--- config.mk ---
export PLATFORM = sky130hd
export DESIGN_NAME = mat_stream_ctrl
export DESIGN_NICKNAME = d
export VERILOG_FILES = /design/src/rtl/mat_stream_pkg.sv /design/src/rtl/ms_fifo.sv /design/src/rtl/mat_stream_ctrl.sv
export SDC_FILE = /design/constraint.sdc
export NUM_CORES = 1
export LEC_CHECK = 0
export BUFFER_PORTS_ARGS = -buffer_cell sky130_fd_sc_hd__buf_4
export CAP_MARGIN = 20
export CORE_MARGIN = 2
export CORE_UTILIZATION = 25
export DETAILED_ROUTE_END_ITERATION = 16
export PLACE_DENSITY_LB_ADDON = 0.15
export SETUP_SLACK_MARGIN = 0.1
export SLEW_MARGIN = 10
export SYNTH_ARGS = -nofsm -noshare
export SYNTH_HDL_FRONTEND = slang
export SYNTH_HIERARCHICAL = 1
export SYNTH_SLANG_ARGS = --single-unit
--- constraint.sdc ---
create_clock -name clk -period 5.23 [get_ports clk]
set_input_delay 1.046 -clock clk [delete_from_list [all_inputs] [get_ports clk]]
set_output_delay 1.046 -clock clk [all_outputs]
set_load 0.01 [all_outputs]
--- src/rtl/mat_stream_pkg.sv ---
// Shared types for the matrix tile read sequencer: FSM states and the per-beat tag
// that travels alongside each memory read.
package mat_stream_pkg;

  typedef enum logic [1:0] {
    StIdle,
    StRun,
    StDrain
  } ms_state_t;

  typedef struct packed {
    logic last;
    logic eot;
  } ms_tag_t;

endpackage

--- src/rtl/ms_fifo.sv ---
// Synchronous FIFO with an occupancy count. Empty reads present zero so the stream
// outputs stay at their idle values. Push and pop may happen together even when full.
module ms_fifo #(
  parameter int unsigned Depth = 4,
  parameter int unsigned Width = 8
) (
  input  logic                         clk_i,
  input  logic                         rst_i,
  input  logic                         push_i,
  input  logic [Width-1:0]             wdata_i,
  input  logic                         pop_i,
  output logic [Width-1:0]             rdata_o,
  output logic                         valid_o,
  output logic [$clog2(Depth+1)-1:0]   count_o
);

  localparam int unsigned PtrW = (Depth > 1) ? $clog2(Depth) : 1;
  localparam int unsigned CntW = $clog2(Depth + 1);
  localparam logic [PtrW-1:0] LastPtr  = PtrW'(Depth - 1);
  localparam logic [CntW-1:0] DepthCnt = CntW'(Depth);

  logic [Width-1:0] mem_q [Depth];
  logic [PtrW-1:0]  wr_ptr_q, wr_ptr_d, rd_ptr_q, rd_ptr_d;
  logic [CntW-1:0]  count_q, count_d;
  logic             do_push, do_pop;

  assign do_pop  = pop_i && (count_q != '0);
  // A full FIFO still accepts a push when the head leaves in the same cycle.
  assign do_push = push_i && ((count_q != DepthCnt) || do_pop);

  always_comb begin
    wr_ptr_d = wr_ptr_q;
    rd_ptr_d = rd_ptr_q;
    count_d  = count_q;
    if (do_push) wr_ptr_d = (wr_ptr_q == LastPtr) ? '0 : wr_ptr_q + PtrW'(1);
    if (do_pop)  rd_ptr_d = (rd_ptr_q == LastPtr) ? '0 : rd_ptr_q + PtrW'(1);
    case ({do_push, do_pop})
      2'b10:   count_d = count_q + CntW'(1);
      2'b01:   count_d = count_q - CntW'(1);
      default: count_d = count_q;
    endcase
  end

  always_ff @(posedge clk_i) begin
    if (rst_i) begin
      wr_ptr_q <= '0;
      rd_ptr_q <= '0;
      count_q  <= '0;
    end else begin
      wr_ptr_q <= wr_ptr_d;
      rd_ptr_q <= rd_ptr_d;
      count_q  <= count_d;
    end
  end

  always_ff @(posedge clk_i) begin
    if (do_push) mem_q[wr_ptr_q] <= wdata_i;
  end

  assign valid_o = (count_q != '0);
  assign rdata_o = valid_o ? mem_q[rd_ptr_q] : '0;
  assign count_o = count_q;

endmodule

--- src/rtl/mat_stream_ctrl.sv ---
// Streams a WIDTH x HEIGHT tile out of buffer memory in row-major order, carrying
// row/tile end markers through the read latency and throttling reads by FIFO credit.
module mat_stream_ctrl
  import mat_stream_pkg::*;
#(
  parameter int unsigned MATRIXSIZE_W = 16,
  parameter int unsigned ADDR_W       = 16,
  parameter int unsigned DATA_W       = 128,
  parameter int unsigned RD_LAT       = 2
) (
  input  logic                    clk,
  input  logic                    rst,
  input  logic                    start,
  input  logic [MATRIXSIZE_W-1:0] WIDTH,
  input  logic [MATRIXSIZE_W-1:0] HEIGHT,
  input  logic [ADDR_W-1:0]       base_addr,
  output logic                    busy,
  output logic                    done,
  output logic                    rd_en,
  output logic [ADDR_W-1:0]       rd_addr,
  input  logic [DATA_W-1:0]       rd_data,
  output logic                    m_valid,
  input  logic                    m_ready,
  output logic [DATA_W-1:0]       m_data,
  output logic                    m_last,
  output logic                    m_eot
);

  localparam int unsigned FIFO_DEPTH = RD_LAT + 2;
  localparam int unsigned CntW       = $clog2(FIFO_DEPTH + 1);
  localparam logic [CntW:0] CreditMax = (CntW + 1)'(FIFO_DEPTH);

  ms_state_t               state_q, state_d;
  logic [MATRIXSIZE_W-1:0] width_q, width_d, height_q, height_d;
  logic [MATRIXSIZE_W-1:0] pixel_q, pixel_d, slice_q, slice_d;
  logic [ADDR_W-1:0]       addr_q, addr_d;
  logic                    done_q, done_d;
  logic [CntW-1:0]         inflight_q, inflight_d, fifo_count;
  ms_tag_t                 tag_q [RD_LAT];
  ms_tag_t                 tag_d [RD_LAT];
  logic [RD_LAT-1:0]       tag_vld_q, tag_vld_d;
  logic                    credit_ok, issue, is_last, is_eot, tag_push, eot_hs;
  logic [DATA_W+1:0]       fifo_rdata;
  ms_tag_t                 out_tag;

  // Reads in flight plus beats already buffered never exceed the FIFO depth.
  assign credit_ok = ({1'b0, inflight_q} + {1'b0, fifo_count}) < CreditMax;
  assign issue     = (state_q == StRun) && credit_ok;
  assign is_last   = (pixel_q == width_q - MATRIXSIZE_W'(1));
  assign is_eot    = is_last && (slice_q == height_q - MATRIXSIZE_W'(1));
  assign tag_push  = tag_vld_q[RD_LAT-1];
  assign eot_hs    = m_valid && m_ready && m_eot;

  always_comb begin
    state_d  = state_q;
    width_d  = width_q;
    height_d = height_q;
    pixel_d  = pixel_q;
    slice_d  = slice_q;
    addr_d   = addr_q;
    done_d   = 1'b0;
    case (state_q)
      StIdle: begin
        if (start) begin
          if ((WIDTH == '0) || (HEIGHT == '0)) begin
            done_d = 1'b1;
          end else begin
            state_d  = StRun;
            width_d  = WIDTH;
            height_d = HEIGHT;
            addr_d   = base_addr;
            pixel_d  = '0;
            slice_d  = '0;
          end
        end
      end
      StRun: begin
        if (issue) begin
          addr_d = addr_q + ADDR_W'(1);
          if (is_last) begin
            pixel_d = '0;
            slice_d = slice_q + MATRIXSIZE_W'(1);
          end else begin
            pixel_d = pixel_q + MATRIXSIZE_W'(1);
          end
          if (is_eot) state_d = StDrain;
        end
      end
      StDrain: begin
        if (eot_hs) begin
          state_d = StIdle;
          done_d  = 1'b1;
        end
      end
      default: state_d = StIdle;
    endcase
  end

  always_comb begin
    tag_d[0].last = is_last;
    tag_d[0].eot  = is_eot;
    tag_vld_d[0]  = issue;
    for (int i = 1; i < RD_LAT; i++) begin
      tag_d[i]     = tag_q[i-1];
      tag_vld_d[i] = tag_vld_q[i-1];
    end
    case ({issue, tag_push})
      2'b10:   inflight_d = inflight_q + CntW'(1);
      2'b01:   inflight_d = inflight_q - CntW'(1);
      default: inflight_d = inflight_q;
    endcase
  end

  always_ff @(posedge clk) begin
    if (rst) begin
      state_q    <= StIdle;
      width_q    <= '0;
      height_q   <= '0;
      pixel_q    <= '0;
      slice_q    <= '0;
      addr_q     <= '0;
      done_q     <= 1'b0;
      inflight_q <= '0;
      tag_q      <= '{default: '0};
      tag_vld_q  <= '0;
    end else begin
      state_q    <= state_d;
      width_q    <= width_d;
      height_q   <= height_d;
      pixel_q    <= pixel_d;
      slice_q    <= slice_d;
      addr_q     <= addr_d;
      done_q     <= done_d;
      inflight_q <= inflight_d;
      tag_q      <= tag_d;
      tag_vld_q  <= tag_vld_d;
    end
  end

  ms_fifo #(
    .Depth (FIFO_DEPTH),
    .Width (DATA_W + 2)
  ) u_fifo (
    .clk_i   (clk),
    .rst_i   (rst),
    .push_i  (tag_push),
    .wdata_i ({rd_data, tag_q[RD_LAT-1]}),
    .pop_i   (m_ready),
    .rdata_o (fifo_rdata),
    .valid_o (m_valid),
    .count_o (fifo_count)
  );

  assign {m_data, out_tag} = fifo_rdata;
  assign m_last  = out_tag.last;
  assign m_eot   = out_tag.eot;
  assign busy    = (state_q != StIdle);
  assign done    = done_q;
  assign rd_en   = issue;
  assign rd_addr = addr_q;

endmodule

==> run summary, run 1 <==
CELLS AND AREA
----------------------------------------------------------------------------------
Sequential cell area                                                   17640 sq um
Antenna cell count                                                               0
Number of filler instances in the final layout                                9867
Share of final-layout standard cells stronger than drive strength 1         30.99%
Syn-to-layout area delta                                                    25.44%
Finished Core Util                                                          31.73%
Area of the multi-input gates                                           7233 sq um
Final nets                                                                    2058

FLOORPLAN
----------------------------------------------------------------------------------
Total die area                                                        104000 sq um
CORE AREA                                                             100300 sq um
Floorplan row count                                                            116
Chip Width                                                                322.5 um
Initial Util                                                                25.29%
Die outline height                                                        322.5 um
Number of I/O pins                                                             330

PLACE
----------------------------------------------------------------------------------
Number of buffers inserted by port buffering                                   329
RD Place Congestion                                                         0.7737
Post-place setup slack                                                     1684 ps
DPL Wire Length                                                           41.85 mm

PWR
----------------------------------------------------------------------------------
Combinational share of power                                                  5.8%
Leakage Power                                                             10.86 nW
Internal power                                                          0.008725 W
Sequential group share of total power                                        49.1%
Switching part of the total power                                           21.87%
Switching power total                                                   0.002442 W
Cell area power density                                               351.0 nW/um^2
Clock share of power                                                         45.0%
VDD IR max                                                                206.5 uV
Total power consumption of the routed design                             0.01117 W

TIMING
----------------------------------------------------------------------------------
Skew final                                                                24.38 ps
Setup ws final                                                             1406 ps
Part of the cycle the worst path needs                                      73.12%
Count of final hold-check violations                                             0
Max transition margin                                                       37.00%
Number of pins exceeding their max-slew limit in the final report                0
Maximum clock frequency                                                 0.2615 GHz
Minimum period implied by the final worst setup slack                      3824 ps
Actual transition at the worst max-transition pin                         945.0 ps
Worst slack on hold paths                                                 440.4 ps
Finish-stage setup viols                                                         0
Final setup TNS                                                               0 ps
RSZ-0062 raised after global routing                                         false

GLOBAL ROUTING
----------------------------------------------------------------------------------
Number of global-route vias before repair                                    15290
Global router's overall resource usage                                      12.66%
Pin count of the biggest net entering global routing                            70
Initial antenna violation count                                                 10
Total overflow reported by the global router                                     0
Wire length of the first global-routing pass                              97.38 mm

CRITICAL PATH
----------------------------------------------------------------------------------
Crit-path max FO                                                                46
Worst setup EP type                                                     output pin
Worst R2R Setup Slack                                                      1900 ps
Start of the worst register-to-register path                          u_fifo/count_o[1]
Startpoint-to-endpoint class of the critical path                       reg -> out
Number of cells on the worst reg-to-reg path                                    10
Data arrival time of the critical path                                     2780 ps
Data required time of the worst path                                       4180 ps
Critical Path Sink                                                      m_data[51]
Nature of the critical path startpoint                                   flip-flop
Critical register-to-register path endpoint                            pixel_q[13]

SYNTH
----------------------------------------------------------------------------------
Share of synthesized flip-flops with an asynchronous set or reset               0%
Mapped Area                                                            25370 sq um
Total nets after synthesis                                                    1714
Count of flip-flops with a built-in enable after synthesis                     520
Synth warn                                                                       6
Register bit count reported by yosys                                           621
Sequential share of the synthesized area                                    69.53%
Most used flip-flop cell after synthesis                              sky130_fd_sc_hd__edfxtp_1
Average size of a mapped cell                                          16.70 sq um
Number of unique standard cell types used by synthesis                          64
Gate count after technology mapping                                           1519

CLOCK TREE
----------------------------------------------------------------------------------
TritonCTS Buffers                                                               74
Number of gates resized after cts                                                0
Clk pin slew, worst setup/hold paths                                         60 ps
Setup Buffers After CTS                                                          0
Max clock buf depth                                                              3
Clock tree root driver cell                                           sky130_fd_sc_hd__clkbuf_16
TritonCTS Sinks                                                                621
Clock tree from TritonCTS                                                     done
Number of buffers inserted by hold repair at cts                                 0
Number of levels in the clock H-tree                                             3
Clock insertion delay at the later pin of the skew report                   640 ps

WORST HOLD PATH
----------------------------------------------------------------------------------
Worst min-delay path class                                              reg -> reg

ROUTING
----------------------------------------------------------------------------------
Average detailed-routed wire length per instance                          20.32 um
Routed WL                                                                 66.53 mm
Initial detailed-routing violation count                                       753
Antenna violation net count after detailed routing                               0
Count of vias placed by the detailed router                                  14520
Residual DRC                                                                     0
DRT Pass-1 Iters                                                                 4
Vias per inst                                                                4.436

JOB
----------------------------------------------------------------------------------
Reported max-cap violation count                                                 0

OUTCOME
----------------------------------------------------------------------------------
Outcome                                                               finished, final reports clean

logic make-up (layout without fill, tap and decap cells):
family                     count (synthesis)  in the layout  synth area share [%]
AOI/OAI and AO/OA                        137            137                 3.532
DFF                                      621            621                 69.53
adders and majority gates                 15             15                0.7991
and+or+nand+nor                          417            417                 9.076
muxes                                    169            169                 13.08
xor gates and xnor gates                  57             57                 1.968
buffers and inverters                    103            501                 2.017
worst min-delay path by stage:
stage,depth (start not counted),start,end
after detailed placement,1,tag_vld_q[0],tag_vld_q[1]
after CTS,1,tag_vld_q[0],tag_vld_q[1]
after global routing,1,tag_d[1],tag_q[1]
after floorplan,1,tag_d[0],tag_q[0]
after global placement,1,tag_d[0],tag_q[0]
final,1,tag_vld_q[0],tag_vld_q[1]
area by class of cell:
cell class / instances / area share, %
Clock buffer: 95 / 6.229
Sequential cell: 621 / 55.45
Tap cell: 1357 / 5.336
Inverter: 17 / 0.2005
Clock inverter: 35 / 1.243
Timing Repair Buffer: 354 / 8.808
Multi-Input combinational cell: 795 / 22.73
state kept, by name, summed over array words and instances (netlist names), named ones only:
| signal | count |
|---|---|
| done | 1 |
| u_fifo/count_o | 3 |
| tag_q | 2 |
| u_fifo/mem_q | 520 |
| height_q | 16 |
| tag_d | 2 |
| pixel_q | 16 |
| u_fifo/rd_ptr_q | 2 |
| tag_vld_q | 2 |
| state_q | 2 |
| u_fifo/wr_ptr_q | 2 |
| inflight_q | 3 |
| slice_q | 16 |
| rd_addr | 16 |
| width_q | 16 |
per-stage QoR:
stage	std cells	cell area (sq um)
after global placement	3143	29410
after CTS	3273	31790
after floorplan	1519	25370
after detailed placement	3143	29410
final	3274	31820
after global routing	3274	31820
metal layers:
metal	track usage (%)	share of wire [%]	up-vias
li1	-	-	6625
met1	16.03	43	7419
met2	20.89	48	357
met3	3.761	6.3	104
met4	3.686	2.3	18
met5	0	0.17	-
worst max-delay path: stages, from the launching register on:
cell,delay [ps]
sky130_fd_sc_hd__dfxtp_4,740
sky130_fd_sc_hd__buf_12,440
sky130_fd_sc_hd__mux4_2,580
sky130_fd_sc_hd__and2_1,200
sky130_fd_sc_hd__buf_4,150
synth_stat cells, types with 6 or more instances:
cell | instances | area [sq um]
sky130_fd_sc_hd__a211oi_1 | 12 | 90.09
sky130_fd_sc_hd__a21oi_1 | 45 | 225.2
sky130_fd_sc_hd__and2_1 | 138 | 863.3
sky130_fd_sc_hd__and3_1 | 9 | 56.30
sky130_fd_sc_hd__and4_1 | 6 | 52.55
sky130_fd_sc_hd__buf_1 | 10 | 37.54
sky130_fd_sc_hd__buf_2 | 19 | 95.09
sky130_fd_sc_hd__buf_6 | 12 | 135.1
sky130_fd_sc_hd__clkbuf_1 | 44 | 165.2
sky130_fd_sc_hd__dfxtp_1 | 101 | 2022
sky130_fd_sc_hd__edfxtp_1 | 520 | 15610
sky130_fd_sc_hd__ha_1 | 13 | 162.7
sky130_fd_sc_hd__inv_1 | 17 | 63.81
sky130_fd_sc_hd__mux2i_1 | 39 | 390.4
sky130_fd_sc_hd__mux4_2 | 130 | 2928
sky130_fd_sc_hd__nand2_1 | 43 | 161.4
sky130_fd_sc_hd__nand2b_1 | 6 | 37.54
sky130_fd_sc_hd__nand3_1 | 29 | 145.1
sky130_fd_sc_hd__nand4_1 | 22 | 137.6
sky130_fd_sc_hd__nor2_1 | 86 | 322.8
sky130_fd_sc_hd__nor2b_1 | 6 | 37.54
sky130_fd_sc_hd__nor3_1 | 19 | 95.09
sky130_fd_sc_hd__nor4_1 | 14 | 87.58
sky130_fd_sc_hd__o21ai_0 | 26 | 130.1
sky130_fd_sc_hd__o22ai_1 | 6 | 37.54
sky130_fd_sc_hd__o31ai_1 | 14 | 105.1
sky130_fd_sc_hd__or3_1 | 10 | 62.56
sky130_fd_sc_hd__or4_1 | 13 | 97.59
sky130_fd_sc_hd__xnor2_1 | 21 | 183.9
sky130_fd_sc_hd__xor2_1 | 36 | 315.3
power groups by stage:
stage          logic, W  clock network [W]  registers, W
2_1_floorplan  0.000350                  0       0.00558
3_3_place_gp   0.000651                  0       0.00559
3_5_place_dp   0.000660                  0       0.00559
4_1_cts        0.000662            0.00524       0.00549
5_1_grt        0.000721            0.00541       0.00550
6_report       0.000649            0.00503       0.00549
layout by cell type, fill, tap and decap left out, types with 17 or more instances in the layout:
| cell | instances |
|---|---|
| sky130_fd_sc_hd__edfxtp_1 | 520 |
| sky130_fd_sc_hd__buf_4 | 343 |
| sky130_fd_sc_hd__and2_1 | 135 |
| sky130_fd_sc_hd__mux4_2 | 130 |
| sky130_fd_sc_hd__dfxtp_1 | 99 |
| sky130_fd_sc_hd__nor2_1 | 86 |
| sky130_fd_sc_hd__clkbuf_16 | 75 |
| sky130_fd_sc_hd__a21oi_1 | 45 |
| sky130_fd_sc_hd__nand2_1 | 43 |
| sky130_fd_sc_hd__mux2i_1 | 39 |
| sky130_fd_sc_hd__xor2_1 | 36 |
| sky130_fd_sc_hd__nand3_1 | 29 |
| sky130_fd_sc_hd__o21ai_0 | 26 |
| sky130_fd_sc_hd__nand4_1 | 22 |
| sky130_fd_sc_hd__xnor2_1 | 21 |
| sky130_fd_sc_hd__nor3_1 | 19 |
| sky130_fd_sc_hd__clkinv_1 | 18 |
| sky130_fd_sc_hd__inv_1 | 17 |
| sky130_fd_sc_hd__clkbuf_1 | 17 |
Power figures use the tool's default switching activity.
==> inputs of run 2 (changes only) <==
--- a/config.mk
+++ b/config.mk
@@ -5,6 +5,7 @@
 export SDC_FILE = /design/constraint.sdc
 export NUM_CORES = 1
 export LEC_CHECK = 0
+export ABC_AREA = 1
 export BUFFER_PORTS_ARGS = -buffer_cell sky130_fd_sc_hd__buf_4
 export CAP_MARGIN = 20
 export CORE_MARGIN = 2
==> constraint.sdc (replaced) <==
create_clock -name clk -period 3.9 [get_ports clk]
set_input_delay 0.78 -clock clk [delete_from_list [all_inputs] [get_ports clk]]
set_output_delay 0.78 -clock clk [all_outputs]
set_load 0.01 [all_outputs]
==> run 2 against run 1 <==
Against the previous run: cell count rose by 32%; via count rose by 33%; synthesized cell count rose by 69%; flip-flop and latch count did not move; largest cell class unchanged; clock skew fell by 4.6 ps; sequential power rose by 40%; total power rose by 100%; die area rose by 4.6%; setup slack got worse by 1100 ps.
==> run summary, run 2 <==
TIMING
----------------------------------------------------------------------------------
Number of pins exceeding their max-slew limit in the final report                0
Finish-stage setup viols                                                         0
Maximum clock frequency                                                 0.2749 GHz
Skew final                                                                19.78 ps
Actual transition at the worst max-transition pin                          1350 ps
RSZ-0062 raised after global routing                                         false
Max transition margin                                                       10.02%
Count of final hold-check violations                                             0
Minimum period implied by the final worst setup slack                      3637 ps
Part of the cycle the worst path needs                                      93.26%

SYNTH
----------------------------------------------------------------------------------
Library cell with the largest summed area after synthesis             sky130_fd_sc_hd__edfxtp_1
Mapped Area                                                            26550 sq um
Fraction of synthesized cell area taken by the top area cell type           58.80%
Gate count after technology mapping                                           2563
Synth warn                                                                       6
Commonest cells post-synth                                            sky130_fd_sc_hd__nor2_1 (662), sky130_fd_sc_hd__edfxtp_1 (520), sky130_fd_sc_hd__nand2_1 (241), sky130_fd_sc_hd__a21oi_1 (203), sky130_fd_sc_hd__o21ai_0 (187)
Number of unique standard cell types used by synthesis                          44
Count of flip-flops with a built-in enable after synthesis                     520
Sequential share of the synthesized area                                    66.42%
Most used flip-flop cell after synthesis                              sky130_fd_sc_hd__edfxtp_1
Ranking of synthesized cells by area                                  sky130_fd_sc_hd__edfxtp_1 (59%), sky130_fd_sc_hd__nor2_1 (9.4%), sky130_fd_sc_hd__dfxtp_1 (7.6%)
Register bit count reported by yosys                                           621
Most common cell in the synthesized netlist                           sky130_fd_sc_hd__nor2_1
Share of synthesized flip-flops with an asynchronous set or reset               0%
Total nets after synthesis                                                    2758
Average size of a mapped cell                                          10.36 sq um

FLOORPLAN
----------------------------------------------------------------------------------
CORE AREA                                                             105300 sq um
Chip Width                                                                329.9 um
Initial Util                                                                25.23%
Die outline height                                                        329.9 um
Total die area                                                        108800 sq um
Number of I/O pins                                                             330
Floorplan row count                                                            119

PWR
----------------------------------------------------------------------------------
Internal power                                                           0.01449 W
Switching part of the total power                                           35.10%
Combinational share of power                                                 33.6%
Sequential group share of total power                                        34.3%
Cell area power density                                               672.2 nW/um^2
Switching power total                                                   0.007836 W
Clock share of power                                                         32.0%
VDD IR max                                                                454.1 uV
Leakage Power                                                             12.14 nW

CELLS AND AREA
----------------------------------------------------------------------------------
Number of flip-flops under the largest register name                           520
Finished Core Util                                                          31.55%
Final nets                                                                    3070
Highest-count cells in the layout ignoring fill and taps              sky130_fd_sc_hd__nor2_1 (658), sky130_fd_sc_hd__edfxtp_1 (520), sky130_fd_sc_hd__buf_4 (347)
Final std cells w/o fill                                                      4329
Syn-to-layout area delta                                                    25.07%
Biggest register                                                      u_fifo/mem_q
Most common cell after layout, fill and taps aside                    sky130_fd_sc_hd__nor2_1
Share of final-layout standard cells stronger than drive strength 1         17.57%

CLOCK TREE
----------------------------------------------------------------------------------
Number of buffers inserted by hold repair at cts                                 0
Max clock buf depth                                                              3
Clock tree root driver cell                                           sky130_fd_sc_hd__clkbuf_16
Clock insertion delay at the later pin of the skew report                   630 ps
TritonCTS Buffers                                                               77
Clock tree from TritonCTS                                                     done
Setup Buffers After CTS                                                          0
TritonCTS Sinks                                                                621
Number of gates resized after cts                                                0
Number of levels in the clock H-tree                                             3
Clk pin slew, worst setup/hold paths                                         60 ps

CRITICAL PATH
----------------------------------------------------------------------------------
Data required time of the worst path                                       3120 ps
Critical Path Max Stage Delay                                               540 ps
Nature of the critical path startpoint                                   flip-flop
Startpoint-to-endpoint class of the critical path                       reg -> out
Data arrival time of the critical path                                     2860 ps
Chain of cells forming the critical path                              buf_12, nor2_1, nor2_1, o21ai_1, a21oi_1, buf_4
Cell family contributing the most delay on the critical path          buffers and inverters
Crit path max-delay cell type                                         sky130_fd_sc_hd__buf_12
Worst setup EP type                                                     output pin
Crit-path max FO                                                               207
Most frequent CP cell                                                 sky130_fd_sc_hd__nor2_1
CP bufs+invs                                                                     2

ROUTING
----------------------------------------------------------------------------------
Count of vias placed by the detailed router                                  19300
Vias per inst                                                                4.459
Routed WL                                                                 79.13 mm
DRT Pass-1 Iters                                                                 5
Average detailed-routed wire length per instance                          18.28 um
Initial detailed-routing violation count                                      1199
Antenna violation net count after detailed routing                               0
Residual DRC                                                                     0

WORST HOLD PATH
----------------------------------------------------------------------------------
Worst min-delay path class                                               in -> reg

PLACE
----------------------------------------------------------------------------------
Inst Count DP                                                                 4186
RD Place Congestion                                                         0.8138
Number of buffers inserted by port buffering                                   329
DPL Wire Length                                                           47.75 mm

GLOBAL ROUTING
----------------------------------------------------------------------------------
Initial antenna violation count                                                  6
Global router's overall resource usage                                      14.33%
Wire length of the first global-routing pass                              117.2 mm
Total overflow reported by the global router                                     0
Number of global-route vias before repair                                    19450
Pin count of the biggest net entering global routing                           208

JOB
----------------------------------------------------------------------------------
Reported max-cap violation count                                                 0

OUTCOME
----------------------------------------------------------------------------------
Outcome                                                               finished, final reports clean

[run 2: path summary, 6_finish.rpt]
| path | start | to | slack [ps] | cells past startpoint |
|---|---|---|---|---|
| setup / recovery | flip-flop | m_data[106] | 260 | 6 |
| hold / removal | rd_data[14] | u_fifo/mem_q[2][16] | 340 | 1 |
| setup reg to reg | width_q[0] | pixel_q[10] | 1040 | 13 |
| hold reg to reg | tag_d[1] | tag_q[1] | 410 | 2 |
[run 2: metal layers]
layer | global-route usage [%] | routed length, um
met1 | 17.61 | 33990
met2 | 24.97 | 39170
met3 | 3.363 | 4138
met4 | 4.091 | 1781
met5 | 0 | 46
[run 2: through the flow]
step                power [W]  setup TNS (ps)  setup slack (ps)  instance area (sq um)  hold WS, ps
floorplan             0.01186         -432980            -832.7                  26560        388.3
global placement      0.01543               0             700.6                  30570        393.5
detailed placement    0.01550               0             818.9                  30600        398.6
CTS                   0.02279               0             337.6                  33180        275.1
global route          0.02366               0             110.0                  33210        285.8
finish                0.02232               0             262.9                  33210        339.8
[run 2: power by group through the flow]
stage	Sequential [W]	Clock, W	Combinational (W)
2_1_floorplan	0.00772	0	0.00414
3_3_place_gp	0.00780	0	0.00764
3_5_place_dp	0.00780	0	0.00770
4_1_cts	0.00766	0.00740	0.00773
5_1_grt	0.00769	0.00764	0.00833
6_report	0.00766	0.00715	0.00751
[run 2: cell type report]
cell class	count	area, sq um
multi-input cells	1674	7770
clock buffers	95	2076
flip-flops and latches	621	17640
well taps	1391	1740
inverters	138	529.3
diodes	1	2.502
clock inverters	46	508.0
fillers	10700	72060
repair buffers	363	2940
[run 2: cells by family after synthesis]
kind of cell | after synthesis | synth area share, %
and+or+nand+nor | 1064 | 16.37
DFF | 621 | 66.42
AOI/OAI and AO/OA | 547 | 10.43
buffers and inverters | 268 | 4.434
xor gates and xnor gates | 48 | 1.583
adders and majority gates | 15 | 0.7633
